[src/rtl/if_ctrl_pkg.sv]
// Shared definitions for the instruction-fetch controller: bus widths,
// chip-enable levels and the fetch FSM state encoding.
package if_ctrl_pkg;

  localparam int XLEN = 32;
  localparam int ILEN = 32;

  localparam logic ChipEnable  = 1'b1;
  localparam logic ChipDisable = 1'b0;

  // Sequential fetch stride in bytes.
  localparam logic [XLEN-1:0] InstBytes = 32'd4;

  typedef enum logic [1:0] {
    StateOff  = 2'd0,
    StateReq  = 2'd1,
    StateWait = 2'd2,
    StateHold = 2'd3
  } FetchState;

  // True in the states that drive an instruction memory read.
  function automatic logic isFetching(input FetchState s);
    return (s == StateReq) || (s == StateWait);
  endfunction

endpackage

[src/rtl/if_ctrl.sv]
// Instruction-fetch controller: issues one instruction memory read at a time,
// delivers the result to decode, buffers it while decode is stalled and
// follows branch (and optionally exception) redirects.
// Optional feature macro: IF_CTRL_EXC_EN adds exc_flag/exc_addr, an exception
// redirect that outranks branches.
module if_ctrl
  import if_ctrl_pkg::*;
#(
  parameter logic [XLEN-1:0] RESET_PC = 32'h00000000
) (
  input  logic            clk,
  input  logic            rst,
  input  logic            stall,
  input  logic            branch_flag,
  input  logic [XLEN-1:0] branch_addr,
`ifdef IF_CTRL_EXC_EN
  input  logic            exc_flag,
  input  logic [XLEN-1:0] exc_addr,
`endif
  output logic            imem_req,
  output logic [XLEN-1:0] imem_addr,
  input  logic            imem_ack,
  input  logic [ILEN-1:0] imem_inst,
  output logic            ce,
  output logic [XLEN-1:0] pc,
  output logic            inst_valid,
  output logic [ILEN-1:0] inst,
  output logic [XLEN-1:0] inst_pc
);

  FetchState       state_q, state_d;
  logic [XLEN-1:0] pc_q, pc_d;
  logic            ce_q, ce_d;
  logic            req_q, req_d;
  logic            instValid_q, instValid_d;
  logic [ILEN-1:0] inst_q, inst_d;
  logic [XLEN-1:0] instPc_q, instPc_d;
  logic            pendValid_q, pendValid_d;
  logic [XLEN-1:0] pendAddr_q, pendAddr_d;

  logic            redirValid;
  logic [XLEN-1:0] redirTarget;

  // Merge this cycle's redirect sources, exception outranking branch.
  always_comb begin
    redirValid  = branch_flag;
    redirTarget = branch_addr;
`ifdef IF_CTRL_EXC_EN
    if (exc_flag) begin
      redirValid  = 1'b1;
      redirTarget = exc_addr;
    end
`endif
  end

  // Next-state logic: fetch sequencing, decode hand-off and redirect handling.
  always_comb begin
    state_d     = state_q;
    pc_d        = pc_q;
    instValid_d = 1'b0;
    inst_d      = inst_q;
    instPc_d    = instPc_q;
    pendValid_d = pendValid_q;
    pendAddr_d  = pendAddr_q;

    case (state_q)
      StateOff: begin
        state_d = StateReq;
      end

      StateReq, StateWait: begin
        if (imem_ack) begin
          if (redirValid) begin
            pc_d        = redirTarget;
            pendValid_d = 1'b0;
            state_d     = StateReq;
          end else if (pendValid_q) begin
            pc_d        = pendAddr_q;
            pendValid_d = 1'b0;
            state_d     = StateReq;
          end else begin
            inst_d      = imem_inst;
            instPc_d    = pc_q;
            instValid_d = 1'b1;
            if (stall) begin
              state_d = StateHold;
            end else begin
              pc_d    = pc_q + InstBytes;
              state_d = StateReq;
            end
          end
        end else begin
          if (redirValid) begin
            pendValid_d = 1'b1;
            pendAddr_d  = redirTarget;
          end
          state_d = StateWait;
        end
      end

      StateHold: begin
        if (redirValid) begin
          pc_d    = redirTarget;
          state_d = StateReq;
        end else if (stall) begin
          instValid_d = 1'b1;
        end else begin
          pc_d    = pc_q + InstBytes;
          state_d = StateReq;
        end
      end

      default: begin
        state_d = StateOff;
      end
    endcase

    ce_d  = (state_d == StateOff) ? ChipDisable : ChipEnable;
    req_d = isFetching(state_d);
  end

  // State and registered outputs, cleared asynchronously while rst is low.
  always_ff @(posedge clk or negedge rst) begin
    if (!rst) begin
      state_q     <= StateOff;
      pc_q        <= RESET_PC;
      ce_q        <= ChipDisable;
      req_q       <= 1'b0;
      instValid_q <= 1'b0;
      inst_q      <= '0;
      instPc_q    <= '0;
      pendValid_q <= 1'b0;
      pendAddr_q  <= '0;
    end else begin
      state_q     <= state_d;
      pc_q        <= pc_d;
      ce_q        <= ce_d;
      req_q       <= req_d;
      instValid_q <= instValid_d;
      inst_q      <= inst_d;
      instPc_q    <= instPc_d;
      pendValid_q <= pendValid_d;
      pendAddr_q  <= pendAddr_d;
    end
  end

  assign pc         = pc_q;
  assign imem_addr  = pc_q;
  assign imem_req   = req_q;
  assign ce         = ce_q;
  assign inst_valid = instValid_q;
  assign inst       = inst_q;
  assign inst_pc    = instPc_q;

endmodule
[config.mk]
export PLATFORM = sky130hd
export DESIGN_NAME = if_ctrl
export DESIGN_NICKNAME = d
export VERILOG_FILES = /design/src/rtl/if_ctrl_pkg.sv /design/src/rtl/if_ctrl.sv
export SDC_FILE = /design/constraint.sdc
export NUM_CORES = 1
export LEC_CHECK = 0
export ABC_AREA = 1
export BUFFER_PORTS_ARGS = -buffer_cell sky130_fd_sc_hd__buf_2
export CAP_MARGIN = 20
export CORE_AREA = 2 2 167 169
export DETAILED_ROUTE_END_ITERATION = 16
export DIE_AREA = 0 0 169 171
export PLACE_DENSITY = 0.49
export SLEW_MARGIN = 20
export SYNTH_ARGS = -nofsm -noshare
export SYNTH_HDL_FRONTEND = slang
export SYNTH_SLANG_ARGS = --single-unit
[constraint.sdc]
create_clock -name clk -period 5.2 [get_ports clk]
set_input_delay 1.04 -clock clk [delete_from_list [all_inputs] [get_ports clk]]
set_output_delay 1.04 -clock clk [all_outputs]
set_load 0.01 [all_outputs]
# Word-level counts from Yosys, hierarchy flattened
# Cells that the tools add are included.
# totals
output_inout_bits,131
register_bits,134
word_cells,51
# classes
mux,22
n_bitwise,3
n_addsub,1
n_reduce_logical,10
eq_ne,6
# ops
cell,n
32-bit 2-to-1 mux,5
32-bit one-hot mux with 2 select lines,1
"32-bit by 3-bit adder with 32-bit output, second input constant",1
2-bit 2-to-1 mux,6
1-bit 2-to-1 mux,8
"2-bit == test, second input constant",3
2-bit one-hot mux with 3 select lines,1
"2-bit by 1-bit == test with 1-bit output, second input constant",2
2-bit zero test,2
2-bit AND reduction,2
4-bit AND reduction,1
2-bit nonzero test,2
1-bit NOT,3
3-bit AND reduction,1
"2-bit inequality test, second input constant",1
1-bit one-hot mux with 2 select lines,1
2-bit OR reduction,1
1-bit logical OR,1

# Logic depth before layout (Yosys ltp)
# Gate-level depths: netlist of the first run.
# logic_depth
word_depth,7
depth_mapped,13
ltp_nobuf,13

# Least setup slack after synthesis of the first run
# OpenSTA, ideal clock, no wires.
# synth_path
path_kind,input -> register
from,input branch_flag
to,"register inst_q[0], in the netlist inst[0]"
setup_slack_ns,2.973
stages,8
t_arrival_ns,2.103
n_path_buf,3
cell_sequence,buf_2 > inv_1 > nand2_1 > inv_1 > nand2_1 > buf_2 > buf_4 > mux2_2
# synth_via
elab_chain_len,2
# synth_lines
element,line_no,rtl
from (decl),if_ctrl.sv:14,"input logic branch_flag,"
1-bit NOT (no line),--,
4-bit AND reduction (no line),--,
to (signal assigned),if_ctrl.sv:140,inst_q <= inst_d;
to (decl),if_ctrl.sv:36,"logic [ILEN-1:0] inst_q, inst_d;"
# Every way passes these cells.
# A chain may end at the register's enable or synchronous reset.

# Worst setup path in the final report of the first run
# layout_path
from,input branch_flag
to,"register inst_q[30], in the netlist inst[30]"
# The elaborated chain is that of the path after synthesis.

==> results of run 1 <==
==> registers in the layout, summed over array words and instances (netlist names) <==
signal / cells
ce: 1
imem_addr: 32
imem_req: 1
inst: 32
inst_pc: 32
inst_valid: 1
pendAddr_q: 32
pendValid_q: 1
state_q: 2
==> final cells by class <==
class	instances	area [µm²]	area share, %
inverters	91	342	4.09
clock buffers	22	484	5.80
multi-input cells	459	2630	31.5
well taps	346	433	5.18
flip-flops and latches	134	3350	40.1
clock inverters	10	70.1	0.839
repair buffers	204	1040	12.4
diodes	1	2.50	0.0300
==> logic make-up (layout without fill, tap and decap cells) <==
group / after synthesis / after routing
AND/OR/NAND/NOR: 278 / 278
adder cells (fa/ha/maj): 4 / 4
buffers and inverters: 151 / 327
flip-flops: 134 / 134
multiplexers: 59 / 59
AO/OA/AOI/OAI: 118 / 118
other: 0 / 1
==> through the flow <==
step / utilization [%] / hold WS [ps] / power (mW) / area (µm²)
6_report: 30.6 / 478 / 5.10 / 8350
5_1_grt: 30.6 / 507 / 5.53 / 8350
4_1_cts: 30.6 / 483 / 5.18 / 8350
3_5_place_dp: 28.5 / 468 / 4.01 / 7790
3_3_place_gp: 28.5 / 464 / 3.98 / 7790
2_1_floorplan: - / 464 / 3.25 / 6700
==> cell usage after synthesis, drive strengths merged <==
library cell,n,area [µm²]
a211oi,1,7.51
nand4,10,62.6
nor3,5,25.0
a31oi,8,50.1
mux2,59,664
o211ai,7,52.6
dfrtp,134,3350
a21oi,23,115
a221oi,10,87.6
o21ai,57,289
ha,4,50.1
a32oi,4,35.0
buf,52,352
nand3,39,205
o21bai,1,7.51
a22oi,5,37.5
inv,91,342
clkbuf,8,30.0
nor2,55,264
o22ai,2,12.5
nand2,167,642
nor4,2,12.5
==> metal layers <==
layer  track usage [%]  vias up  share of wire (%)
met5                 0        -              0.064
met4              4.50        2                1.4
met3              3.59       15                5.9
met2              22.6      175                 45
met1              19.7     2601                 48
li1                  -     2755                  -
==> worst paths after layout <==
| kind | start | endpoint | cells after the start |
|---|---|---|---|
| worst min register to register | inst_pc[8]$_DFFE_PN0P_ | inst_pc[8]$_DFFE_PN0P_ | 2 |
| worst max register to register | state_q[1]$_DFF_PN0_ | imem_addr[7]$_DFFE_PN0P_ | 10 |
| max in group asynchronous | rst | inst[4]$_DFFE_PN0P_ | 2 |
| min in group asynchronous | rst | pendAddr_q[6]$_DFFE_PN0P_ | 1 |
| worst max-delay path | branch_flag | inst[30]$_DFFE_PN0P_ | 6 |
| worst min-delay path | inst_pc[8]$_DFFE_PN0P_ | inst_pc[8]$_DFFE_PN0P_ | 2 |
==> power groups by stage <==
stage	Sequential (mW)	Combinational, mW	Clock (mW)
after global placement	1.91	2.07	0
final	1.89	2.07	1.14
after detailed placement	1.92	2.09	0
after global routing	1.97	2.34	1.22
after floorplan	1.99	1.26	0
after CTS	1.90	2.10	1.18
==> worst max-delay path: cells and delay by family <==
kind | cells | cell delay (ps)
AND/OR/NAND/NOR | 2 | 810
buffers and inverters | 3 | 740
multiplexers | 1 | 420
==> flow_summary.json, run 1 <==
{
  "static-leakage-power_nw": 4.21,
  "pwr-share-comb_pct": 40.6,
  "fin_cells": 1267,
  "numCtsBuffers": 17,
  "clk_pin_slew_ps": 60,
  "combinational_family_with_the_most_area_after_synthesis": "simple AND/OR/NAND/NOR gates",
  "wl_um": 20200,
  "setup_viol": 0,
  "grt_antenna_before_repair": 2,
  "hold_buffer_count_at_cts": 0,
  "worst_endpoint_required_time_ps": 5490,
  "setup_repair_after_global_routing_missed_its_margin": "false",
  "clock_power_share_pct": 22.3,
  "worst_setup_path_start_kind": "input pin",
  "netSwitchingFraction_pct": 40.6,
  "seq_power_share_pct": 37.1,
  "slew-limit-headroom_pct": 35.6,
  "synth.net_count": 817,
  "hold_class": "flop to flop",
  "slew_viol_final": 0,
  "post_synth_xor_area_fraction_pct": 0,
  "leading_cell_type_in_the_layout_fill_and_taps_excluded": "sky130_fd_sc_hd__buf_2",
  "synth.mux.area_fraction_pct": 9.92,
  "worstSetupEndpointType": "flop",
  "post-route-min-period_ps": 2790,
  "drt_first_pass_iters": 5,
  "number_of_global_route_vias_before_repair": 5501,
  "detailedPlace.worstSlack_ps": 1960,
  "core_um2": 27300,
  "yosys_register_bits": 134,
  "p_int_mw": 3.03,
  "synth.lib_cells_used.distinct": 32,
  "synthesis.yosys.warnings": 0,
  "max_clock_freq_ghz": 0.358,
  "routed-via-count": 5548,
  "hold_viol_final": 0,
  "core_rows": 61,
  "grt_overflow": 0,
  "timing.final.crit_share_pct": 53.7,
  "clock_skew_ps": 9.19,
  "initial_utilization_pct": 24.5,
  "run_status": "finished clean",
  "yosysSeqAreaShare_pct": 50.1,
  "cts.sink_count": 134,
  "ioPinCount": 200,
  "tritoncts": "yes",
  "post_route_cells_drive_above_1_share_pct": 34.3,
  "num-fill-cells": 2921,
  "final_antenna_net_count": 0,
  "die_h_um": 171,
  "postSynthCellCount": 744,
  "clockBufferDepth": 2,
  "detailedPlacementHpwl_um": 14900,
  "vias_per_cell": 4.38,
  "final_net_count": 980,
  "synth_compound_area_share_pct": 10.4,
  "cts-resized-gates": 0,
  "areaGrowthSynthToFinish_pct": 24.7,
  "layout_common_cells": "sky130_fd_sc_hd__buf_2, sky130_fd_sc_hd__nand2_1, sky130_fd_sc_hd__dfrtp_1",
  "postCtsSetupBuffers": 0,
  "cap_viol_max_count": 0,
  "setup_total_negative_slack_ps": 0,
  "place.port_buffers": 199,
  "largest_net_degree_at_the_start_of_global_routing": 101,
  "timing_worst_setup_path_type": "input pin to flop",
  "grt_use_total_pct": 14.4,
  "critical_path.max_stage_delay_ps": 670,
  "vdd.ir_drop.worst_v": 0.000250,
  "netlist_area_um2": 6700,
  "detail_route.iter0.violations": 338,
  "pwr_density_cell_nw_per_um2": 611,
  "detail_route.wl_per_cell_um": 16.0,
  "fp.dieW_um": 169,
  "mean_cell_area_of_the_mapped_netlist_um2": 9.00,
  "worstMarginPinSlew_ps": 966,
  "worstPathArrival_ps": 3090,
  "fp.dieArea_um2": 28900,
  "placed_cells": 1234,
  "drcViolationCount": 0,
  "crit_slowest_cell": "sky130_fd_sc_hd__nand2_4",
  "place.gp.congestion": 0.862,
  "cp_cell_sequence": "buf_2 -> inv_1 -> nand2_1 -> inv_1 -> nand2_4 -> mux2_2",
  "grt_pass1_wl_um": 31600,
  "synth-simple-area-share_pct": 18.1,
  "power.net_switching_mw": 2.07,
  "cp_max_fo": 85,
  "synthAdderAreaFrac_pct": 0.747,
  "regToRegSetupSlack_ps": 2570,
  "timing.final.ws_setup_ps": 2410,
  "worst_path_most_repeated_cell": "sky130_fd_sc_hd__inv_1",
  "clk_latency_ps": 420,
  "cts-root-buf": "sky130_fd_sc_hd__clkbuf_16",
  "htreeDepth": 4
}
Note: power is estimated with default switching activity, not from simulation.
==> run 2, diff against run 1 <==
- ABC_AREA: 1 -> 0
- clock period: 5.2 -> 2.7 ns (I/O delays scaled with it)
==> flow_summary.json, run 2 <==
{
  "netSwitchingFraction_pct": 38.8,
  "vias_per_cell": 4.73,
  "postCtsSetupBuffers": 0,
  "fin_hold_ws_ps": 92.5,
  "areaGrowthSynthToFinish_pct": 27.8,
  "grt_antenna_before_repair": 1,
  "routed-via-count": 5330,
  "number_of_global_route_vias_before_repair": 5150,
  "max_clock_freq_ghz": 0.420,
  "met2_wirelength_um": 8760,
  "detailedPlacementHpwl_um": 14100,
  "startpoint": "imem_addr[2]$_DFFE_PN0P_",
  "route.met3.wl_um": 999,
  "final_net_count": 839,
  "grt_overflow": 0,
  "synth_enable_flop_cells": 0,
  "layout_common_cells": "sky130_fd_sc_hd__buf_2, sky130_fd_sc_hd__dfrtp_1, sky130_fd_sc_hd__mux2_2",
  "drcViolationCount": 0,
  "hold_class": "input pin to asynchronous set/reset pin",
  "route.top_layer_used": "met4",
  "worstSetupEndpointType": "flop",
  "ioPinCount": 200,
  "mean_cell_area_of_the_mapped_netlist_um2": 11.3,
  "post-route-min-period_ps": 2380,
  "hold_viol_final": 0,
  "worstPathArrival_ps": 2710,
  "vdd.ir_drop.worst_v": 0.000429,
  "post-layout-total-power_mw": 10.7,
  "leading_cell_type_in_the_layout_fill_and_taps_excluded": "sky130_fd_sc_hd__buf_2",
  "netlist.top_cell.by_area": "sky130_fd_sc_hd__dfrtp_1",
  "timing.final.crit_share_pct": 88.2,
  "htreeDepth": 4,
  "core_rows": 61,
  "detailedPlace.worstSlack_ps": 293,
  "clock_skew_ps": 15.8,
  "grt_use_total_pct": 13.6,
  "synth.net_count": 665,
  "cp_max_fo": 10,
  "wl_met1_um": 9680,
  "power.net_switching_mw": 4.14,
  "place.gp.congestion": 0.821,
  "pwr-share-comb_pct": 41.0,
  "detail_route.wl_per_cell_um": 17.4,
  "slew_viol_final": 0,
  "seq_power_share_pct": 36.4,
  "setup_repair_after_global_routing_missed_its_margin": "false",
  "worst_endpoint_required_time_ps": 3020,
  "place.port_buffers": 199,
  "pwr_density_cell_nw_per_um2": 1250,
  "tritoncts": "yes",
  "worst_setup_path_start_kind": "flop",
  "cts-root-buf": "sky130_fd_sc_hd__clkbuf_16",
  "synth_top_cells_by_area": "sky130_fd_sc_hd__dfrtp_1, sky130_fd_sc_hd__mux2_2, sky130_fd_sc_hd__buf_4",
  "cts-resized-gates": 0,
  "fp.dieW_um": 169,
  "yosysSeqAreaShare_pct": 50.0,
  "worstMarginPinSlew_ps": 798,
  "slew-limit-headroom_pct": 46.1,
  "die_h_um": 171,
  "top_cell_type_s_share_of_synthesized_area_pct": 50.0,
  "timing.final.ws_setup_ps": 318,
  "static-leakage-power_nw": 3.91,
  "p_int_mw": 6.53,
  "setup_viol": 0,
  "clk_pin_slew_ps": 70,
  "post_route_cells_drive_above_1_share_pct": 47.4,
  "ys_dominant_reg_cell": "sky130_fd_sc_hd__dfrtp_1",
  "setup_total_negative_slack_ps": 0,
  "grt_pass1_wl_um": 30100,
  "synthesis.yosys.warnings": 0,
  "synth.most_common_cell": "sky130_fd_sc_hd__dfrtp_1",
  "synth-async-reset-ratio_pct": 100,
  "drt_first_pass_iters": 4,
  "worst_r2r_startpoint": "imem_addr[2]$_DFFE_PN0P_",
  "final_antenna_net_count": 0,
  "cap_viol_max_count": 0,
  "fp.dieArea_um2": 28900,
  "clk_latency_ps": 420,
  "synth.lib_cells_used.distinct": 62,
  "numCtsBuffers": 17,
  "timing_worst_setup_path_type": "flop to flop",
  "hold_buffer_count_at_cts": 0,
  "postSynthCellCount": 592,
  "largest_net_degree_at_the_start_of_global_routing": 59,
  "core_um2": 27300,
  "synth_common_cells": "sky130_fd_sc_hd__dfrtp_1, sky130_fd_sc_hd__mux2_2, sky130_fd_sc_hd__nand2_1, sky130_fd_sc_hd__buf_4",
  "wl_um": 19600,
  "detail_route.iter0.violations": 297,
  "yosys_register_bits": 134,
  "run_status": "finished clean",
  "clockBufferDepth": 2,
  "cts.sink_count": 134,
  "initial_utilization_pct": 24.5,
  "netlist_area_um2": 6700,
  "clock_power_share_pct": 22.6
}
## run 2: cell types whose count changed in the layout (fill, tap and decap cells not counted), moves of 8 or more
cell                       previous run  this run
sky130_fd_sc_hd__o21ai_0             50        22
sky130_fd_sc_hd__and2_1               0        10
sky130_fd_sc_hd__nand2b_1             0         8
sky130_fd_sc_hd__buf_4                5        25
sky130_fd_sc_hd__nor4_1               2        11
sky130_fd_sc_hd__mux2_2              59        97
sky130_fd_sc_hd__nand2_1            162        37
sky130_fd_sc_hd__a21oi_1             23        13
sky130_fd_sc_hd__nor2_1              44        18
sky130_fd_sc_hd__nand3_1             37        19
sky130_fd_sc_hd__inv_1               88        16
sky130_fd_sc_hd__o311ai_0             0         8
## run 2: path summary, 6_finish.rpt
check	depth (start not counted)	end	slack, ps
max reg2reg	5	imem_addr[30]$_DFFE_PN0P_	320
max	5	imem_addr[30]$_DFFE_PN0P_	320
min in group clk	2	inst[28]$_DFFE_PN0P_	340
max in group asynchronous	2	imem_addr[16]$_DFFE_PN0P_	1760
min reg2reg	1	inst_pc[25]$_DFFE_PN0P_	500
min	1	inst[19]$_DFFE_PN0P_	90
## run 2: cell type report
type | count | area (µm²)
diodes | 1 | 2.50
inverters | 17 | 63.8
clock inverters | 14 | 163
fillers | 2828 | 18800
multi-input cells | 369 | 2860
flip-flops and latches | 134 | 3350
well taps | 346 | 433
repair buffers | 227 | 1250
clock buffers | 18 | 439
## run 2: logic make-up after synthesis
logic type      share of synthesized area (%)
simple gates                             12.8
flops                                    50.0
compound gates                           12.3
mux                                      16.4
buf+inv                                  7.60
fa+ha+maj                               0.747
## run 2: per-layer routing
layer	global-route usage, %	up-vias
li1	-	2514
met1	18.8	2621
met2	21.1	178
met3	3.59	17
met4	4.12	0
met5	0	-
## run 2: stage by stage
step / instance area [µm²] / cells / utilization, %
after floorplan: 6700 / 592 / -
after global placement: 7960 / 1093 / 29.1
after detailed placement: 7960 / 1093 / 29.1
after CTS: 8560 / 1125 / 31.3
after global routing: 8560 / 1125 / 31.3
final: 8560 / 1126 / 31.3
## run 2: power by group through the flow
stage | logic, mW | registers, mW | clock network (mW)
3_5_place_dp | 4.42 | 3.94 | 0
3_3_place_gp | 4.40 | 3.89 | 0
4_1_cts | 4.44 | 3.90 | 2.51
5_1_grt | 4.83 | 4.05 | 2.61
6_report | 4.37 | 3.88 | 2.41
2_1_floorplan | 2.67 | 4.04 | 0
## run 2: critical path: stages (launching register included)
cell                       delay, ps
sky130_fd_sc_hd__dfrtp_1         460
sky130_fd_sc_hd__ha_1            270
sky130_fd_sc_hd__nand3b_4        110
sky130_fd_sc_hd__or4_4           640
sky130_fd_sc_hd__or4_1           540
sky130_fd_sc_hd__a211oi_1        250
==> run 3, diff against run 2 <==
- MAX_ROUTING_LAYER: not set -> met4
==> flow_summary.json, run 3 (synthesis results as in run 2) <==
{
  "fp.dieArea_um2": 28900,
  "power.net_switching_mw": 4.16,
  "routed-via-count": 5340,
  "fin_hold_ws_ps": 80.3,
  "drt_first_pass_iters": 4,
  "hold_buffer_count_at_cts": 0,
  "startpoint": "imem_addr[2]$_DFFE_PN0P_",
  "finalCoreUtilization_pct": 31.3,
  "hold_class": "input pin to asynchronous set/reset pin",
  "areaGrowthSynthToFinish_pct": 27.8,
  "clockBufferDepth": 2,
  "postCtsSetupBuffers": 0,
  "layout_common_cells": "sky130_fd_sc_hd__buf_2, sky130_fd_sc_hd__dfrtp_1, sky130_fd_sc_hd__mux2_2",
  "post_route_cells_drive_above_1_share_pct": 47.4,
  "core_um2": 27300,
  "drcViolationCount": 0,
  "hold_viol_final": 0,
  "timing.rr.end": "imem_addr[30]$_DFFE_PN0P_",
  "critical_path.max_stage_delay_ps": 650,
  "setup_viol": 0,
  "grt_pass1_wl_um": 30100,
  "pwr-share-comb_pct": 40.9,
  "pwr_density_cell_nw_per_um2": 1250,
  "crit_slowest_cell": "sky130_fd_sc_hd__or4_4",
  "run_status": "finished clean",
  "worstPathArrival_ps": 2720,
  "final_antenna_net_count": 0,
  "fin_cells": 1126,
  "cts-resized-gates": 0,
  "setup_repair_after_global_routing_missed_its_margin": "false",
  "netSwitchingFraction_pct": 38.9,
  "timing.final.crit_share_pct": 88.5,
  "ioPinCount": 200,
  "leading_cell_type_in_the_layout_fill_and_taps_excluded": "sky130_fd_sc_hd__buf_2",
  "worst_r2r_startpoint": "imem_addr[2]$_DFFE_PN0P_",
  "cts-root-buf": "sky130_fd_sc_hd__clkbuf_16",
  "clk_latency_ps": 430,
  "final_net_count": 839,
  "post-route-min-period_ps": 2390,
  "tritoncts": "yes",
  "cp_max_fo": 10,
  "timing_worst_setup_path_type": "flop to flop",
  "number_of_global_route_vias_before_repair": 5146,
  "post-layout-total-power_mw": 10.7,
  "worst_setup_path_start_kind": "flop",
  "largest_net_degree_at_the_start_of_global_routing": 59,
  "detail_route.wl_per_cell_um": 17.5,
  "grt_use_total_pct": 14.1,
  "detail_route.iter0.violations": 263,
  "initial_utilization_pct": 24.5,
  "grt_overflow": 0,
  "fp.dieW_um": 169,
  "detailedPlacementHpwl_um": 14100,
  "vdd.ir_drop.worst_v": 0.000431,
  "max_clock_freq_ghz": 0.418,
  "cts.sink_count": 134,
  "cp_cell_sequence": "ha_1 -> nand3b_4 -> or4_4 -> or4_1 -> a211oi_1",
  "timing.final.ws_setup_ps": 310,
  "final_area_um2": 8560,
  "regToRegSetupSlack_ps": 310,
  "vias_per_cell": 4.74,
  "place.gp.congestion": 0.833,
  "place.port_buffers": 199,
  "grt_antenna_before_repair": 1,
  "family_with_the_most_delay_on_the_worst_path": "simple AND/OR/NAND/NOR gates",
  "cap_viol_max_count": 0,
  "wl_um": 19700,
  "detailedPlace.worstSlack_ps": 293,
  "static-leakage-power_nw": 3.91,
  "clock_skew_ps": 9.93,
  "slew-limit-headroom_pct": 47.1,
  "worst-r2r-cell-count": 5,
  "slew_viol_final": 0,
  "worst_endpoint_required_time_ps": 3030,
  "seq_power_share_pct": 36.4,
  "num-fill-cells": 2829,
  "cell_area_after_placement_um2": 7960,
  "placed_cells": 1093,
  "worstMarginPinSlew_ps": 784,
  "worstSetupEndpointType": "flop",
  "die_h_um": 171,
  "htreeDepth": 4,
  "core_rows": 61,
  "numCtsBuffers": 17,
  "setup_total_negative_slack_ps": 0,
  "p_int_mw": 6.52,
  "clock_power_share_pct": 22.7,
  "clk_pin_slew_ps": 70,
  "cp.buffers_inverters": 0
}
-- run 3: final cells by class --
type | instances | area, µm² | area share, %
sequential | 134 | 3350 | 39.2
multi-input combinational | 369 | 2860 | 33.4
timing repair buffer | 227 | 1250 | 14.6
clock buffer | 18 | 439 | 5.13
tap | 346 | 433 | 5.06
clock inverter | 14 | 163 | 1.90
inverter | 17 | 63.8 | 0.745
antenna | 1 | 2.50 | 0.0292
-- run 3: how the worst max path moves through the flow --
stage                                           end  slack [ps]  depth (start not counted)
after global placement    imem_addr[30]$_DFFE_PN0P_         330                          5
after global routing      imem_addr[30]$_DFFE_PN0P_         160                          5
after detailed placement  imem_addr[30]$_DFFE_PN0P_         290                          5
after floorplan           imem_addr[30]$_DFFE_PN0P_         440                          6
after CTS                 imem_addr[30]$_DFFE_PN0P_         330                          5
final                     imem_addr[30]$_DFFE_PN0P_         310                          5
-- run 3: worst reg2reg max path: stages (launching register included) --
cell and delay (ps):
sky130_fd_sc_hd__dfrtp_1 460, sky130_fd_sc_hd__ha_1 280, sky130_fd_sc_hd__nand3b_4 110, sky130_fd_sc_hd__or4_4 650, sky130_fd_sc_hd__or4_1 550, sky130_fd_sc_hd__a211oi_1 250
-- run 3: metal layers --
metal	up-vias	part of all wire (%)	track usage [%]
met5	-	0	-
met4	0	1.6	4.46
met3	27	5.7	3.35
met2	181	44	20.8
met1	2618	49	19.0
li1	2514	-	-
-- run 3: power by group through the flow --
stage                     Combinational, mW  Clock, mW  Sequential [mW]
after floorplan                        2.67          0             4.04
after global placement                 4.40          0             3.89
after detailed placement               4.42          0             3.94
after CTS                              4.44       2.51             3.90
after global routing                   4.83       2.61             4.05
final                                  4.37       2.42             3.89
